==> src/rtl/rate_limit_controller_pkg.sv <==
// Shared constants, FSM state encodings and saturating limit arithmetic for rate_limit_controller.
package rate_ctrl_pkg;

    localparam int RATE_DEFAULT_LIMIT = 1136;
    localparam int RATE_MIN_LIMIT     = 568;
    localparam int RATE_MAX_LIMIT     = 2272;
    localparam int RATE_STEP          = 16;
    localparam int RATE_REPEAT_DELAY  = 25000000;
    localparam int RATE_REPEAT_PERIOD = 5000000;

    typedef logic [1:0] rate_state_t;
    localparam rate_state_t ST_IDLE   = 2'd0;
    localparam rate_state_t ST_HOLD   = 2'd1;
    localparam rate_state_t ST_REPEAT = 2'd2;

    // Compare against min + step so the subtraction can never wrap below zero.
    function automatic logic [31:0] limit_dec(input logic [31:0] value,
                                              input logic [31:0] step,
                                              input logic [31:0] min_limit);
        logic [32:0] floor_sum;
        floor_sum = {1'b0, min_limit} + {1'b0, step};
        if ({1'b0, value} < floor_sum)
            return min_limit;
        else
            return value - step;
    endfunction

    function automatic logic [31:0] limit_inc(input logic [31:0] value,
                                              input logic [31:0] step,
                                              input logic [31:0] max_limit);
        logic [32:0] sum;
        sum = {1'b0, value} + {1'b0, step};
        if (sum > {1'b0, max_limit})
            return max_limit;
        else
            return sum[31:0];
    endfunction

endpackage

==> src/rtl/rate_limit_controller_button_sync.sv <==
// Two-flop synchronizer plus rising-edge detector for one asynchronous button level.
module button_sync (
    input  logic clk_signal_in,
    input  logic reset,
    input  logic button,
    output logic level,
    output logic rise
);

    logic [1:0] sync_reg;
    logic       prev_reg;

    always_ff @(posedge clk_signal_in) begin
        if (reset) begin
            sync_reg <= 2'b00;
            prev_reg <= 1'b0;
        end else begin
            sync_reg <= {sync_reg[0], button};
            prev_reg <= sync_reg[1];
        end
    end

    assign level = sync_reg[1];
    assign rise  = sync_reg[1] & ~prev_reg;

endmodule

==> src/rtl/rate_limit_controller.sv <==
// Button-driven limit controller for a downstream clock divider.
// Optional auto-repeat of a held speed_up/speed_down is enabled by defining RATE_AUTO_REPEAT_EN.
module rate_limit_controller
    import rate_ctrl_pkg::*;
#(
    parameter int DEFAULT_LIMIT = RATE_DEFAULT_LIMIT,
    parameter int MIN_LIMIT     = RATE_MIN_LIMIT,
    parameter int MAX_LIMIT     = RATE_MAX_LIMIT,
    parameter int STEP          = RATE_STEP,
    parameter int REPEAT_DELAY  = RATE_REPEAT_DELAY,
    parameter int REPEAT_PERIOD = RATE_REPEAT_PERIOD
) (
    input  logic        clk_signal_in,
    input  logic        reset,
    input  logic        speed_up,
    input  logic        speed_down,
    input  logic        speed_reset,
    output logic [31:0] counter_limit,
    output logic        limit_valid,
    output logic        at_min,
    output logic        at_max
);

    localparam logic [31:0] DEFAULT_L = 32'(DEFAULT_LIMIT);
    localparam logic [31:0] MIN_L     = 32'(MIN_LIMIT);
    localparam logic [31:0] MAX_L     = 32'(MAX_LIMIT);
    localparam logic [31:0] STEP_L    = 32'(STEP);

    // Bit 0 = speed_up, bit 1 = speed_down, bit 2 = speed_reset.
    logic [2:0] button_in;
    logic [2:0] level;
    logic [2:0] rise;

    assign button_in = {speed_reset, speed_down, speed_up};

    generate
        for (genvar gi = 0; gi < 3; gi++) begin : g_sync
            button_sync u_button_sync (
                .clk_signal_in (clk_signal_in),
                .reset         (reset),
                .button        (button_in[gi]),
                .level         (level[gi]),
                .rise          (rise[gi])
            );
        end
    endgenerate

    rate_state_t state_reg, state_next;
    logic [31:0] limit_reg, limit_next;
    logic        valid_reg, at_min_reg, at_max_reg;
    logic        apply_up, apply_down, apply_rst;

`ifdef RATE_AUTO_REPEAT_EN
    localparam logic [31:0] DELAY_LAST  = 32'(REPEAT_DELAY - 1);
    localparam logic [31:0] PERIOD_LAST = 32'(REPEAT_PERIOD - 1);

    logic [31:0] timer_reg, timer_next;
    logic        held_up_reg, held_up_next;
    logic        held_down_reg, held_down_next;
    logic        repeat_ok;

    // Only the direction that opened the hold may repeat, and only while pressed alone.
    assign repeat_ok = ~level[2] & ((held_up_reg & level[0] & ~level[1]) |
                                    (held_down_reg & level[1] & ~level[0]));
`endif

    always_comb begin
        state_next = state_reg;
        apply_up   = 1'b0;
        apply_down = 1'b0;
        apply_rst  = 1'b0;
`ifdef RATE_AUTO_REPEAT_EN
        timer_next     = timer_reg;
        held_up_next   = held_up_reg;
        held_down_next = held_down_reg;
`endif
        case (state_reg)
            ST_IDLE: begin
                if (|rise) begin
                    state_next = ST_HOLD;
                    apply_rst  = rise[2];
                    apply_up   = ~rise[2] & rise[0] & ~rise[1];
                    apply_down = ~rise[2] & rise[1] & ~rise[0];
`ifdef RATE_AUTO_REPEAT_EN
                    timer_next     = '0;
                    held_up_next   = ~rise[2] & rise[0] & ~rise[1];
                    held_down_next = ~rise[2] & rise[1] & ~rise[0];
`endif
                end
            end
            ST_HOLD: begin
                if (~|level) begin
                    state_next = ST_IDLE;
`ifdef RATE_AUTO_REPEAT_EN
                end else if (repeat_ok) begin
                    if (timer_reg == DELAY_LAST) begin
                        state_next = ST_REPEAT;
                        timer_next = '0;
                        apply_up   = held_up_reg;
                        apply_down = held_down_reg;
                    end else begin
                        timer_next = timer_reg + 32'd1;
                    end
                end else begin
                    timer_next = '0;
`endif
                end
            end
`ifdef RATE_AUTO_REPEAT_EN
            ST_REPEAT: begin
                if (~|level) begin
                    state_next = ST_IDLE;
                end else if (repeat_ok) begin
                    if (timer_reg == PERIOD_LAST) begin
                        timer_next = '0;
                        apply_up   = held_up_reg;
                        apply_down = held_down_reg;
                    end else begin
                        timer_next = timer_reg + 32'd1;
                    end
                end else begin
                    timer_next = '0;
                end
            end
`endif
            default: state_next = ST_IDLE;
        endcase
    end

    always_comb begin
        limit_next = limit_reg;
        if (apply_rst)
            limit_next = DEFAULT_L;
        else if (apply_up)
            limit_next = limit_dec(limit_reg, STEP_L, MIN_L);
        else if (apply_down)
            limit_next = limit_inc(limit_reg, STEP_L, MAX_L);
    end

    always_ff @(posedge clk_signal_in) begin
        if (reset) begin
            state_reg  <= ST_IDLE;
            limit_reg  <= DEFAULT_L;
            valid_reg  <= 1'b0;
            at_min_reg <= (DEFAULT_L == MIN_L);
            at_max_reg <= (DEFAULT_L == MAX_L);
        end else begin
            state_reg  <= state_next;
            limit_reg  <= limit_next;
            valid_reg  <= (limit_next != limit_reg);
            at_min_reg <= (limit_next == MIN_L);
            at_max_reg <= (limit_next == MAX_L);
        end
    end

`ifdef RATE_AUTO_REPEAT_EN
    always_ff @(posedge clk_signal_in) begin
        if (reset) begin
            timer_reg     <= '0;
            held_up_reg   <= 1'b0;
            held_down_reg <= 1'b0;
        end else begin
            timer_reg     <= timer_next;
            held_up_reg   <= held_up_next;
            held_down_reg <= held_down_next;
        end
    end
`endif

    assign counter_limit = limit_reg;
    assign limit_valid   = valid_reg;
    assign at_min        = at_min_reg;
    assign at_max        = at_max_reg;

endmodule

==> config.mk <==
export PLATFORM = sky130hd
export DESIGN_NAME = rate_limit_controller
export DESIGN_NICKNAME = d
export VERILOG_FILES = /design/src/rtl/rate_limit_controller_pkg.sv /design/src/rtl/rate_limit_controller_button_sync.sv /design/src/rtl/rate_limit_controller.sv
export SDC_FILE = /design/constraint.sdc
export NUM_CORES = 1
export LEC_CHECK = 0
export BUFFER_PORTS_ARGS = -buffer_cell sky130_fd_sc_hd__buf_2
export CELL_PAD_IN_SITES_DETAIL_PLACEMENT = 1
export CELL_PAD_IN_SITES_GLOBAL_PLACEMENT = 2
export CORE_ASPECT_RATIO = 1.25
export CORE_MARGIN = 1
export CORE_UTILIZATION = 34
export DETAILED_ROUTE_END_ITERATION = 12
export MAX_ROUTING_LAYER = met4
export PLACE_DENSITY_LB_ADDON = 0.2
export SLEW_MARGIN = 20
export SYNTH_ARGS = -nofsm -noshare
export SYNTH_HDL_FRONTEND = slang
export SYNTH_SLANG_ARGS = --single-unit
==> constraint.sdc <==
create_clock -name clk_signal_in -period 3.95 [get_ports clk_signal_in]
set_clock_uncertainty 0.1 [all_clocks]
set_input_delay 0.79 -clock clk_signal_in [delete_from_list [all_inputs] [get_ports clk_signal_in]]
set_output_delay 0.79 -clock clk_signal_in [all_outputs]
set_load 0.01 [all_outputs]
* Word-level counts from Yosys, hierarchy flattened
Cells that the tools add are included.
** Word-level totals
- Register bits after elaboration :: 46
- Output and inout port bits :: 35
- Word-level logic and storage cells :: 52
- Input port bits :: 5
** Operators by class
- Add/subtract/negate cells :: 2
- Mux-type cells :: 14
- $lt $le $gt $ge :: 2
- Bitwise operators :: 13
- Reduce and logical (&&, ||, !) cells :: 4
- Equality and inequality tests :: 6
** Operators with widths (number)
- $mux 32 :: 5
- $add 32x5->33 const B :: 1
- $gt 33x12->1 const B :: 1
- $eq 32x10->1 const B :: 1
- $eq 32x12->1 const B :: 1
- $lt 32x10->1 const B :: 1
- $ne 32x32->1 :: 1
- $sub 32x5->32 const B :: 1
- $and 1x1->1 :: 7
- $mux 1 :: 6
- $not 1->1 :: 6
- $reduce_or 3->1 :: 2
- $mux 2 :: 2
- $ne 2x2->1 const B :: 2
- $pmux 2 s2 :: 1
- $eq 2x1->1 const B :: 1
- $logic_not 2->1 :: 1
- $reduce_and 2->1 :: 1

* Longest topological paths before layout
Gate-level depths: netlist (run 1).
- Word-level depth :: 11
- Mapped depth :: 14

* Cells and area by module
Synthesis (run 1) repeated with hierarchy kept, for this count alone.
** Unflattened totals
- Cells, all modules :: 546
- Area total of the unflattened synthesis :: 4129.0 um^2
** By module, submodules not included
- rate_limit_controller :: cells an instance 525, area an instance 3866.2 um^2, sequential area each 720.7 um^2, times used 1
- button_sync :: cells an instance 7, area an instance 87.6 um^2, sequential area each 60.1 um^2, times used 3

* Least setup slack after synthesis (run 1)
No wires, ideal clock.
- Path type :: reg-to-reg
- Start point :: register limit_reg[4], in the netlist counter_limit[4]
- End point :: register at_min_reg, in the netlist at_min
- Setup time :: 0.061 ns
- Data arrival time :: 3.072 ns
- Path buffers :: 1
- Path slack :: 0.716 ns
- Stages on the path, launching flop included :: 13
- Required time :: 3.789 ns
- Path through :: dfxtp_1 ha_1 nand2_1 nor4_4 o2111a_1 o22a_1 o311ai_0 and4bb_1 buf_4 nand2_2 o311ai_0 and4_1 and4bb_1
** Between the ends
- Longest elaborated chain between the ends :: 7
** Ends and longest elaborated chain
- start, declared :: line rate_limit_controller.sv:49 : logic [31:0] limit_reg, limit_next;
- start signal, assigned :: line rate_limit_controller.sv:149 : limit_reg <= limit_next;
- $add 32x5->33 :: line rate_limit_controller_pkg.sv:32 : sum = {1'b0, value} + {1'b0, step};
- $gt 33x12->1 :: line rate_limit_controller_pkg.sv:33 : if (sum > {1'b0, max_limit})
- $mux 32 :: line rate_limit_controller_pkg.sv:33
- $mux 32 :: line rate_limit_controller.sv:136 : else if (apply_down)
- $mux 32 (*) :: line rate_limit_controller.sv:134 : else if (apply_up)
- $mux 32 (*) :: line rate_limit_controller.sv:132 : if (apply_rst)
- $eq 32x10->1 (*) :: line rate_limit_controller.sv:151 : at_min_reg <= (limit_next == MIN_L);
- end signal, assigned :: line rate_limit_controller.sv:145 : at_min_reg <= (DEFAULT_L == MIN_L);
- end signal, assigned :: line rate_limit_controller.sv:151
- end, declared :: line rate_limit_controller.sv:50 : logic valid_reg, at_min_reg, at_max_reg;
Mark *: on every way between the ends. The rest lies on a longest branch, timed or not.
A chain may end at the register's enable or synchronous reset.

* Worst setup path after layout (run 1)
- Start point :: register limit_reg[11], in the netlist counter_limit[11]
- End point :: register at_max_reg, in the netlist at_max
** Between the ends
- Longest elaborated chain between the ends :: 7
** Ends and longest elaborated chain
- $add 32x5->33 :: line rate_limit_controller_pkg.sv:32
- $gt 33x12->1 :: line rate_limit_controller_pkg.sv:33
- $mux 32 :: line rate_limit_controller_pkg.sv:33
- $mux 32 :: line rate_limit_controller.sv:136
- $mux 32 (*) :: line rate_limit_controller.sv:134
- $mux 32 (*) :: line rate_limit_controller.sv:132
- $eq 32x12->1 (*) :: line rate_limit_controller.sv:152 : at_max_reg <= (limit_next == MAX_L);
- end signal, assigned :: line rate_limit_controller.sv:146 : at_max_reg <= (DEFAULT_L == MAX_L);
- end signal, assigned :: line rate_limit_controller.sv:152
- end, declared :: line rate_limit_controller.sv:50
Marks and branches as above.

==> results of run 1 <==
==> cells by family (layout without fill, tap and decap cells) <==
logic type / count (synthesis) / in the layout / share of synthesized area, %
buffers and inverters: 56 / 112 / 6.13
xor gates and xnor gates: 9 / 9 / 2.03
muxes: 10 / 10 / 2.74
AOI/OAI and AO/OA: 140 / 140 / 24.8
and+or+nand+nor: 284 / 284 / 40.4
adders and majority gates: 2 / 2 / 0.645
DFF: 45 / 45 / 23.2
==> worst max-delay path: stages, from the launching register on <==
cell	delay (ns)
sky130_fd_sc_hd__dfxtp_1	0.41
sky130_fd_sc_hd__or4_1	0.71
sky130_fd_sc_hd__nor4_4	0.32
sky130_fd_sc_hd__nand3_1	0.21
sky130_fd_sc_hd__and3_1	0.30
sky130_fd_sc_hd__a311oi_1	0.30
sky130_fd_sc_hd__nand4_2	0.17
sky130_fd_sc_hd__nor4_2	0.44
sky130_fd_sc_hd__a31oi_1	0.20
sky130_fd_sc_hd__nor4b_2	0.34
sky130_fd_sc_hd__and4_1	0.24
==> cell type report <==
| cell class | instances | area [um2] | area share, % |
|---|---|---|---|
| flip-flops and latches | 45 | 903 | 19.5 |
| multi-input cells | 445 | 2770 | 59.7 |
| clock inverters | 3 | 21.3 | 0.458 |
| repair buffers | 96 | 623 | 13.4 |
| inverters | 8 | 30.0 | 0.647 |
| well taps | 135 | 169 | 3.64 |
| clock buffers | 5 | 125 | 2.70 |
==> metrics by stage <==
| stage | area, um2 | utilization (%) | hold slack, ns | power [mW] |
|---|---|---|---|---|
| after floorplan | 3880 | - | 0.314 | 0.645 |
| final | 4640 | 41.9 | 0.343 | 1.19 |
| after CTS | 4590 | 41.4 | 0.354 | 1.19 |
| after global routing | 4640 | 41.9 | 0.363 | 1.23 |
| after detailed placement | 4450 | 40.1 | 0.331 | 0.742 |
| after global placement | 4450 | 40.1 | 0.315 | 0.739 |
==> worst max-delay path by stage <==
stage              to  cells after the start         startpoint  slack (ns)
3_5_place_dp   at_min                     12   counter_limit[5]        0.12
3_3_place_gp   at_max                     11   counter_limit[7]        0.21
5_1_grt        at_min                     10   counter_limit[9]        0.01
2_1_floorplan  at_min                     12   counter_limit[4]        0.72
4_1_cts        at_min                     12   counter_limit[5]        0.08
6_report       at_max                     10  counter_limit[11]        0.14
==> report_power, final <==
part           total, mW  internal, mW  switching (mW)  leakage (nW)
combinational      0.254        0.0922           0.162          1.43
sequential         0.485         0.466          0.0196         0.364
clock              0.448         0.236           0.211        0.0702
==> timing repair <==
item                       4_1_cts  5_1_grt
setup buffers                    0        4
gates resized for setup          0        6
setup endpoints to repair        0        5
==> cell usage in the layout (no fill, tap or decap), types with 4 or more instances in the layout <==
cell                        instances
sky130_fd_sc_hd__nand2b_1          11
sky130_fd_sc_hd__a21oi_1           32
sky130_fd_sc_hd__nor2b_1           14
sky130_fd_sc_hd__or4_1              7
sky130_fd_sc_hd__and4_1             4
sky130_fd_sc_hd__a211oi_1           7
sky130_fd_sc_hd__xor2_1             4
sky130_fd_sc_hd__a31oi_1           10
sky130_fd_sc_hd__dfxtp_1           43
sky130_fd_sc_hd__o31ai_1            6
sky130_fd_sc_hd__nand2_1           47
sky130_fd_sc_hd__nor2_1            63
sky130_fd_sc_hd__inv_1              8
sky130_fd_sc_hd__buf_2             39
sky130_fd_sc_hd__and3_1             8
sky130_fd_sc_hd__buf_4             57
sky130_fd_sc_hd__clkbuf_16          5
sky130_fd_sc_hd__nor3_1            27
sky130_fd_sc_hd__a41oi_1            4
sky130_fd_sc_hd__xnor2_1            5
sky130_fd_sc_hd__and2_1             8
sky130_fd_sc_hd__nand4_1           10
sky130_fd_sc_hd__or3_1              6
sky130_fd_sc_hd__nand4b_1           5
sky130_fd_sc_hd__a21o_1             5
sky130_fd_sc_hd__mux2i_1            5
sky130_fd_sc_hd__nor4_2             4
sky130_fd_sc_hd__o22ai_1            4
sky130_fd_sc_hd__nand3_1           34
sky130_fd_sc_hd__nor4_1            13
sky130_fd_sc_hd__mux2_2             5
sky130_fd_sc_hd__a32o_1             4
sky130_fd_sc_hd__o311ai_0           4
sky130_fd_sc_hd__o21ai_0           22
sky130_fd_sc_hd__o22a_1             4
==> cells in the mapped netlist (4+ instances only) <==
| master | number | share of area [%] |
|---|---|---|
| sky130_fd_sc_hd__nor2_1 | 64 | 6.2 |
| sky130_fd_sc_hd__nand2_1 | 47 | 4.6 |
| sky130_fd_sc_hd__dfxtp_1 | 45 | 23 |
| sky130_fd_sc_hd__clkbuf_1 | 35 | 3.4 |
| sky130_fd_sc_hd__nand3_1 | 34 | 4.4 |
| sky130_fd_sc_hd__a21oi_1 | 32 | 4.1 |
| sky130_fd_sc_hd__nor3_1 | 27 | 3.5 |
| sky130_fd_sc_hd__o21ai_0 | 22 | 2.8 |
| sky130_fd_sc_hd__nor4_1 | 15 | 2.4 |
| sky130_fd_sc_hd__nor2b_1 | 14 | 2.3 |
| sky130_fd_sc_hd__nand2b_1 | 11 | 1.8 |
| sky130_fd_sc_hd__a31oi_1 | 10 | 1.6 |
| sky130_fd_sc_hd__nand4_1 | 10 | 1.6 |
| sky130_fd_sc_hd__and2_1 | 8 | 1.3 |
| sky130_fd_sc_hd__and3_1 | 8 | 1.3 |
| sky130_fd_sc_hd__inv_1 | 8 | 0.77 |
| sky130_fd_sc_hd__a211oi_1 | 7 | 1.4 |
| sky130_fd_sc_hd__buf_2 | 7 | 0.90 |
| sky130_fd_sc_hd__or4_1 | 7 | 1.4 |
| sky130_fd_sc_hd__o31ai_1 | 6 | 1.2 |
| sky130_fd_sc_hd__or3_1 | 6 | 0.97 |
| sky130_fd_sc_hd__a21o_1 | 5 | 0.97 |
| sky130_fd_sc_hd__mux2_2 | 5 | 1.5 |
| sky130_fd_sc_hd__mux2i_1 | 5 | 1.3 |
| sky130_fd_sc_hd__nand4b_1 | 5 | 1.1 |
| sky130_fd_sc_hd__xnor2_1 | 5 | 1.1 |
| sky130_fd_sc_hd__a32o_1 | 4 | 1.0 |
| sky130_fd_sc_hd__a41oi_1 | 4 | 0.90 |
| sky130_fd_sc_hd__and4_1 | 4 | 0.90 |
| sky130_fd_sc_hd__nor4_2 | 4 | 1.3 |
| sky130_fd_sc_hd__o22a_1 | 4 | 0.90 |
| sky130_fd_sc_hd__o22ai_1 | 4 | 0.65 |
| sky130_fd_sc_hd__o311ai_0 | 4 | 0.90 |
| sky130_fd_sc_hd__xor2_1 | 4 | 0.90 |
==> routing by layer <==
metal  track usage [%]  wire (um)  share of wire, %  vias up
met3              6.22       1200               6.7       68
met2              51.9       8620                48      210
met5                 -          0                 0        -
met1              37.1       7160                40     2308
met4              17.4        979               5.5        0
li1                  -          -                 -     2146
==> Implementation_results.wiki, run 1 <==
{| class="wikitable"
! Metric !! Value
|-
| Outcome || finished, final reports clean
|-
| Max-slew violation count || 0
|-
| Detailed-route via count || 4732
|-
| N_diodes || 0
|-
| First-iteration detailed-routing DRC count || 375
|-
| Initial antenna violation count || 0
|-
| Max-cap violation count || 0
|-
| Endpoint of the worst register-to-register path || at_max
|-
| Pwr per Cell Area || 256 nW/um2
|-
| Row count || 43
|-
| Type of element capturing the critical path || register
|-
| Cell Count Post-Placement || 725
|-
| GR Util All Layers || 31.9%
|-
| Mean Syn Cell Area || 7.10 um2
|-
| Max reg flops || 32
|-
| H-tree levels || 2
|-
| Layout area overhead || 19.8%
|-
| Core Area || 11100 um2
|-
| Total global routing overflow || 0
|-
| Setup repair after global routing missed its margin || no
|-
| Cells after synthesis || 546
|-
| Number of remaining DRC errors || 0
|-
| Final number of hold-violating endpoints || 0
|-
| Number of storage elements in the synthesis netlist || 45
|-
| Number of buffers added by the clock tree synthesis step || 5
|-
| Floorplan die height || 121 um
|-
| Buffer cell driving the clock tree root || sky130_fd_sc_hd__clkbuf_16
|-
| Hold Crit Class || register to register
|-
| Reg2reg setup slack || 0.14 ns
|-
| Endpoint with the worst hold slack || g_sync[1].u_button_sync.sync_reg[1]
|-
| Average routed wire per standard cell || 24.4 um
|-
| Wire length of the first global-routing pass || 28.1 mm
|-
| Leakage power figure || 1.87 nW
|-
| Share of cells above drive strength 1 || 22.3%
|-
| Count of cells along the worst hold path || 1
|-
| Post-detailed-placement half-perimeter wirelength || 13.9 mm
|-
| Critical Path RT || 4.09 ns
|-
| Critical path start-end classification || register to register
|-
| Post-route ant nets || 0
|-
| DRT Wirelength || 18.0 mm
|-
| Min cycle time layout || 3.81 ns
|-
| Final setup violation count || 0
|-
| CP Data Arrival Time || 3.96 ns
|-
| Peak supply drop || 0.163 mV
|-
| Worst Path Max Fanout || 7
|-
| Largest net degree at the start of global routing || 23
|-
| Post-DR vias/cell || 6.42
|-
| Synth async-reset ratio || 0%
|-
| Number of port buffers || 39
|-
| Number of warnings printed during yosys synthesis || 0
|-
| Die area || 11800 um2
|-
| Number of global-route vias before repair || 4740
|-
| Sum Neg Setup Slack || 0 ns
|-
| Distinct cell type count after synthesis || 75
|-
| Clock-pin slew of the registers on the worst-case setup and hold paths || 0.07 ns
|-
| Top-level I/O count || 40
|-
| Clock tree sinks || 45
|-
| Reg-to-Reg Start || counter_limit[11]
|-
| Transition at the pin with the smallest max-transition slack || 0.745 ns
|-
| Number of fill cells in the layout || 1407
|-
| Max-slew headroom || 50.2%
|-
| Critical hold path startpoint || g_sync[1].u_button_sync.sync_reg[0]
|-
| Pre-CTS WS || 0.125 ns
|-
| Most common flop cell mapped by yosys || sky130_fd_sc_hd__dfxtp_1
|-
| Number of buffers on the longest clock path || 2
|-
| Share of the yosys chip area belonging to registers || 23.2%
|-
| Final Net Count || 608
|-
| Initial cell density of the core || 35.0%
|-
| Min setup slack post-route || 0.138 ns
|-
| Horizontal die dimension || 97.5 um
|-
| TritonCTS clock tree || built
|-
| Clock Latency Late Sink || 0.30 ns
|-
| DRT Pass-1 Iters || 5
|-
| Post-synthesis instance area || 3880 um2
|-
| Worst-case reg-to-reg path depth || 10
|-
| RD Place Congestion || 1.04
|-
| Finished Layout Cells || 737
|-
| Syn_nets || 553
|-
| Final period utilization || 96.5%
|-
| Number of enable-type register cells in the synthesized netlist || 0
|-
| Quantity of hold-fixing buffers added after cts || 0
|-
| Type of origin of the critical path || register
|-
| Max Freq || 262 MHz
|}
Power figures use the tool's default switching activity.
==> run 2, diff against run 1 <==
--- a/config.mk
+++ b/config.mk
@@ -6,11 +6,9 @@
 export NUM_CORES = 1
 export LEC_CHECK = 0
 export BUFFER_PORTS_ARGS = -buffer_cell sky130_fd_sc_hd__buf_2
-export CELL_PAD_IN_SITES_DETAIL_PLACEMENT = 1
-export CELL_PAD_IN_SITES_GLOBAL_PLACEMENT = 2
 export CORE_ASPECT_RATIO = 1.25
 export CORE_MARGIN = 1
-export CORE_UTILIZATION = 34
+export CORE_UTILIZATION = 60
 export DETAILED_ROUTE_END_ITERATION = 12
 export MAX_ROUTING_LAYER = met4
 export PLACE_DENSITY_LB_ADDON = 0.2
==> run 2 against run 1 <==
Compared with the run above: count of clock-buffer cells in the layout did not move; final area shrank 4.2%; first-iteration DRC count increased by 100%; global-route usage increased by 14 points; critical endpoint unchanged; largest power group unchanged; highest routed layer unchanged.
==> Implementation_results.wiki, run 2 (synthesis results as in run 1) <==
{| class="wikitable"
! Metric !! Value
|-
| Pre-CTS WS || 0.275 ns
|-
| CP Data Arrival Time || 3.99 ns
|-
| Endpoint of the worst register-to-register path || at_max
|-
| Final setup violation count || 0
|-
| Max-slew headroom || 42.7%
|-
| Wire length of the first global-routing pass || 23.2 mm
|-
| H-tree levels || 2
|-
| Count of cells along the worst hold path || 1
|-
| Post-detailed-placement half-perimeter wirelength || 10.9 mm
|-
| Number of buffers added by the clock tree synthesis step || 5
|-
| Power share of the clock group || 34.5%
|-
| First-iteration detailed-routing DRC count || 753
|-
| DRT Pass-1 Iters || 8
|-
| Master of the slowest instance on the critical path || sky130_fd_sc_hd__nor2_1
|-
| Post-route ant nets || 0
|-
| Number of remaining DRC errors || 0
|-
| Quantity of hold-fixing buffers added after cts || 0
|-
| Largest net degree at the start of global routing || 23
|-
| Max-cap violation count || 0
|-
| Worst Path Max Fanout || 10
|-
| Layout area overhead || 14.8%
|-
| Type of origin of the critical path || register
|-
| Max Freq || 261 MHz
|-
| Number of global-route vias before repair || 4560
|-
| Post-DR vias/cell || 7.20
|-
| Number of buffers on the longest clock path || 2
|-
| GR Util All Layers || 46.4%
|-
| Total global routing overflow || 0
|-
| Area used by sequential logic in the layout || 901 um2
|-
| Outcome || finished, final reports clean
|-
| Reg-to-Reg Start || counter_limit[4]
|-
| Min setup slack post-route || 0.113 ns
|-
| Initial cell density of the core || 62.5%
|-
| Critical Path RT || 4.10 ns
|-
| Critical hold path startpoint || g_sync[2].u_button_sync.sync_reg[0]
|-
| Buffer cell driving the clock tree root || sky130_fd_sc_hd__clkbuf_8
|-
| Hold Crit Class || register to register
|-
| Crit-path max cell delay || 0.66 ns
|-
| Max reg flops || 32
|-
| Core Area || 6210 um2
|-
| Detailed-route via count || 4866
|-
| Final Net Count || 596
|-
| Final number of hold-violating endpoints || 0
|-
| Commonest cells after routing, fill and taps aside || sky130_fd_sc_hd__nor2_1 (64), sky130_fd_sc_hd__nand2_1 (47), sky130_fd_sc_hd__dfxtp_1 (45), sky130_fd_sc_hd__buf_4 (45), sky130_fd_sc_hd__buf_2 (39)
|-
| Worst-case reg-to-reg path depth || 13
|-
| Transition at the pin with the smallest max-transition slack || 0.854 ns
|-
| Net switching power || 0.360 mW
|-
| Endpoint with the worst hold slack || g_sync[2].u_button_sync.sync_reg[1]
|-
| Leakage power figure || 1.79 nW
|-
| Pwr per Cell Area || 248 nW/um2
|-
| Row count || 32
|-
| Critical path start-end classification || register to register
|-
| Floorplan die height || 91.9 um
|-
| Internal || 0.742 mW
|-
| Type of element capturing the critical path || register
|-
| DRT Wirelength || 14.9 mm
|-
| Multi-input gate area || 2760 um2
|-
| Switching share of power || 32.7%
|-
| Crit-path cells || inv_1 -> ha_1 -> nand2b_1 -> a211oi_1 -> o2111a_1 -> nor2_1 -> a31oi_1 -> buf_4 -> and3_1 -> o211ai_1 -> nand2_1 -> nor4_1 -> and4_1
|-
| Relative contribution of combinational cells to total power || 21.9%
|-
| Clock tree sinks || 45
|-
| Horizontal die dimension || 73.9 um
|-
| Clock Latency Late Sink || 0.31 ns
|-
| Average routed wire per standard cell || 22.0 um
|-
| Top-level I/O count || 40
|-
| Peak supply drop || 0.234 mV
|-
| Share of cells above drive strength 1 || 20.0%
|-
| TritonCTS clock tree || built
|-
| Max-slew violation count || 0
|-
| Die area || 6790 um2
|-
| Min cycle time layout || 3.84 ns
|-
| Share of total power in sequential cells || 43.7%
|-
| Initial antenna violation count || 1
|-
| Sum Neg Setup Slack || 0 ns
|-
| Number of port buffers || 39
|-
| Final period utilization || 97.1%
|-
| Leading cell type in the layout, fill and taps excluded || sky130_fd_sc_hd__nor2_1
|-
| Number of fill cells in the layout || 518
|-
| Reg2reg setup slack || 0.11 ns
|-
| Clock-pin slew of the registers on the worst-case setup and hold paths || 0.10 ns
|-
| RD Place Congestion || 1.10
|}
[run 2: layout make-up]
cell class	count	area share (%)
diodes	1	0.0562
clock buffers	5	1.55
clock inverters	3	1.10
inverters	8	0.675
multi-input cells	445	62.0
flip-flops and latches	45	20.2
well taps	85	2.39
repair buffers	84	12.0
[run 2: power by group through the flow]
stage,logic (mW),registers [mW],clock network (mW)
floorplan,0.159,0.486,0
global placement,0.228,0.490,0
detailed placement,0.229,0.491,0
CTS,0.230,0.481,0.379
global route,0.254,0.483,0.398
finish,0.241,0.481,0.380
[run 2: worst max-delay path, delay by kind of cell (launching register included)]
family	cells	cell delay (ns)
buf+inv	2	0.39
compound gates	4	0.95
simple gates	6	1.52
fa+ha+maj	1	0.29
flops	1	0.51
[run 2: worst max-delay path by stage]
stage	from	to	slack [ns]	depth (start not counted)
floorplan	counter_limit[4]	at_min	0.72	12
global placement	g_sync[2].u_button_sync.sync_reg[1]	at_max	0.33	10
detailed placement	counter_limit[5]	at_min	0.28	11
CTS	counter_limit[5]	at_min	0.23	11
global route	counter_limit[5]	at_max	-0.03	12
finish	counter_limit[4]	at_max	0.11	13
[run 2: what timing repair did]
item,CTS,global route
endpoints found under the setup margin,0,2
hold endpoints to repair,0,0
buffers inserted,0,4
gates resized for setup,0,2
[run 2: layer usage]
metal / global-route usage [%] / vias to the layer above / wire length [um]
met5: - / - / 0
met4: 33.2 / 0 / 1430
met3: 9.89 / 138 / 1590
met2: 69.0 / 410 / 6470
met1: 54.5 / 2182 / 5390
li1: - / 2136 / -
[run 2: through the flow]
stage	util (%)	instances	power (mW)	hold slack (ns)	area [um2]
3_5_place_dp	69.2	663	0.720	0.338	4290
3_3_place_gp	69.2	663	0.718	0.321	4290
6_report	71.7	676	1.10	0.356	4450
5_1_grt	71.7	676	1.14	0.388	4450
2_1_floorplan	-	546	0.645	0.314	3880
4_1_cts	71.1	671	1.09	0.360	4410
==> run 3, diff against run 2 <==
--- a/config.mk
+++ b/config.mk
@@ -6,9 +6,10 @@
 export NUM_CORES = 1
 export LEC_CHECK = 0
 export BUFFER_PORTS_ARGS = -buffer_cell sky130_fd_sc_hd__buf_2
+export CAP_MARGIN = 20
 export CORE_ASPECT_RATIO = 1.25
 export CORE_MARGIN = 1
-export CORE_UTILIZATION = 60
+export CORE_UTILIZATION = 54
 export DETAILED_ROUTE_END_ITERATION = 12
 export MAX_ROUTING_LAYER = met4
 export PLACE_DENSITY_LB_ADDON = 0.2
==> constraint.sdc (replaced) <==
create_clock -name clk_signal_in -period 3.18 [get_ports clk_signal_in]
set_clock_uncertainty 0.1 [all_clocks]
set_input_delay 0.636 -clock clk_signal_in [delete_from_list [all_inputs] [get_ports clk_signal_in]]
set_output_delay 0.636 -clock clk_signal_in [all_outputs]
set_load 0.01 [all_outputs]
==> run 3 against run 2 <==
Compared with the run above: the run now ends with negative setup slack left; sequential share of layout area decreased by 3.2 points; final cell count increased by 12%; die area increased by 11%; fmax increased by 12%; hold slack improved by 0.0044 ns; sequential cell count unchanged; largest power group unchanged; routed wire length increased by 12%; core utilization increased by 5.7 points; largest cell class unchanged; clock power increased by 25%.
==> Implementation_results.wiki, run 3 (synthesis results as in run 1) <==
{| class="wikitable"
! Metric !! Value
|-
| Worst hold slack across all endpoints || 0.361 ns
|-
| Sum Neg Setup Slack || -0.458 ns
|-
| Clock Latency Late Sink || 0.32 ns
|-
| Buffer cell driving the clock tree root || sky130_fd_sc_hd__clkbuf_8
|-
| Initial cell density of the core || 55.9%
|-
| Detailed-route via count || 5198
|-
| Final setup violation count || 2
|-
| Max-slew headroom || 50.3%
|-
| H-tree levels || 2
|-
| Final Net Count || 672
|-
| RD Place Congestion || 1.10
|-
| DRT Pass-1 Iters || 6
|-
| Total global routing overflow || 0
|-
| Finished Layout Cells || 756
|-
| Critical Path RT || 3.33 ns
|-
| Peak supply drop || 0.229 mV
|-
| Type of origin of the critical path || register
|-
| Outcome || complete, but fails checks
|-
| Wire length of the first global-routing pass || 25.3 mm
|-
| Max reg flops || 32
|-
| Quantity of hold-fixing buffers added after cts || 0
|-
| Max Freq || 293 MHz
|-
| Relative contribution of combinational cells to total power || 27.8%
|-
| Layout area overhead || 38.4%
|-
| Floorplan die height || 96.7 um
|-
| Commonest cells after routing, fill and taps aside || sky130_fd_sc_hd__buf_4 (115), sky130_fd_sc_hd__nor2_1 (63), sky130_fd_sc_hd__nand2_1 (46), sky130_fd_sc_hd__buf_2 (39), sky130_fd_sc_hd__dfxtp_1 (38)
|-
| Largest net degree at the start of global routing || 30
|-
| Final period utilization || 107%
|-
| CP Data Arrival Time || 3.56 ns
|-
| Top-level I/O count || 40
|-
| Post-route ant nets || 0
|-
| Post-detailed-placement half-perimeter wirelength || 12.2 mm
|-
| Transition at the pin with the smallest max-transition slack || 0.745 ns
|-
| Cell Count Post-Placement || 732
|-
| Horizontal die dimension || 77.8 um
|-
| Core Area || 6930 um2
|-
| Type of element capturing the critical path || register
|-
| Number of fill cells in the layout || 527
|-
| Post-DR vias/cell || 6.88
|-
| Clock tree sinks || 45
|-
| Clock-pin slew of the registers on the worst-case setup and hold paths || 0.09 ns
|-
| Setup repair after global routing missed its margin || yes
|-
| DRT Wirelength || 16.6 mm
|-
| GR Util All Layers || 45.0%
|-
| Share of cells above drive strength 1 || 35.9%
|-
| Max-cap violation count || 0
|-
| Min cycle time layout || 3.41 ns
|-
| Power share of the clock group || 32.2%
|-
| Max-slew violation count || 0
|-
| Critical path start-end classification || register to register
|-
| Switching share of power || 32.6%
|-
| Net switching power || 0.483 mW
|-
| Number of global-route vias before repair || 4885
|-
| Pwr per Cell Area || 276 nW/um2
|-
| Initial antenna violation count || 0
|-
| Violations in the final reports || negative setup slack
|-
| Final number of hold-violating endpoints || 0
|-
| Die area || 7520 um2
|-
| Average routed wire per standard cell || 22.0 um
|-
| N_diodes || 0
|-
| Number of port buffers || 39
|-
| Worst Path Max Fanout || 8
|-
| Row count || 34
|-
| Number of remaining DRC errors || 0
|-
| Number of buffers added by the clock tree synthesis step || 5
|-
| Leakage power figure || 2.25 nW
|-
| Leading cell type in the layout, fill and taps excluded || sky130_fd_sc_hd__buf_4
|-
| TritonCTS clock tree || built
|-
| Internal || 0.997 mW
|-
| Number of buffers on the longest clock path || 2
|-
| Share of total power in sequential cells || 40.0%
|-
| Overall power of the completed layout || 1.48 mW
|-
| First-iteration detailed-routing DRC count || 572
|-
| Min setup slack post-route || -0.232 ns
|-
| Hold Crit Class || register to register
|}
run 3: path summary, 6_finish.rpt:
check	from	to	slack, ns	cells past startpoint
worst max-delay path	counter_limit[10]	at_max	-0.23	12
worst min-delay path	g_sync[2].u_button_sync.sync_reg[0]	g_sync[2].u_button_sync.sync_reg[1]	0.36	1
worst max register to register	counter_limit[10]	at_max	-0.23	12
worst min register to register	g_sync[2].u_button_sync.sync_reg[0]	g_sync[2].u_button_sync.sync_reg[1]	0.36	1
run 3: power by group through the flow:
stage	Clock (mW)	Sequential, mW	Combinational, mW
3_5_place_dp	0	0.604	0.345
2_1_floorplan	0	0.604	0.202
6_report	0.476	0.592	0.412
5_1_grt	0.495	0.594	0.433
3_3_place_gp	0	0.603	0.341
4_1_cts	0.475	0.592	0.359
run 3: per-stage QoR:
| stage | worst slack (ns) | util [%] | cell area [um2] |
|---|---|---|---|
| after floorplan | 0.00550 | - | 3900 |
| after global placement | -0.159 | 69.4 | 4810 |
| after detailed placement | -0.214 | 69.4 | 4810 |
| after CTS | -0.151 | 72.8 | 5050 |
| after global routing | -0.269 | 77.4 | 5360 |
| final | -0.232 | 77.4 | 5360 |
run 3: layout make-up:
type                            count  area [um2]  share of cell area, %
Sequential cell                    45         915                   17.1
Clock buffer                        5        68.8                   1.28
Inverter                            8        30.0                  0.560
Timing Repair Buffer              160        1130                   21.2
Multi-Input combinational cell    445        3050                   56.9
Clock inverter                      3        50.0                  0.933
Tap cell                           90         113                   2.10
run 3: what timing repair did:
item	CTS	global route
pin swaps	9	27
setup buffers	7	10
endpoints found under the setup margin	3	9
gates resized for setup	15	52
run 3: worst max-delay path: stages, from the launching register on:
cell and delay, ns:
sky130_fd_sc_hd__dfxtp_4 0.37, sky130_fd_sc_hd__buf_12 0.13, sky130_fd_sc_hd__or4_4 0.46, sky130_fd_sc_hd__or4_4 0.60, sky130_fd_sc_hd__buf_6 0.16, sky130_fd_sc_hd__nor3_4 0.20
sky130_fd_sc_hd__o31ai_1 0.09, sky130_fd_sc_hd__a22oi_1 0.27, sky130_fd_sc_hd__nor2_1 0.11, sky130_fd_sc_hd__nor3_2 0.19, sky130_fd_sc_hd__nand3_1 0.13, sky130_fd_sc_hd__nor4b_2 0.31
sky130_fd_sc_hd__and4_1 0.23
run 3: routing by layer:
metal / track usage (%) / vias up / part of all wire [%]
met2: 69.6 / 387 / 45
met5: - / - / 0
met1: 51.3 / 2405 / 37
li1: - / 2284 / -
met4: 34.4 / 0 / 8.6
met3: 7.74 / 122 / 9.7
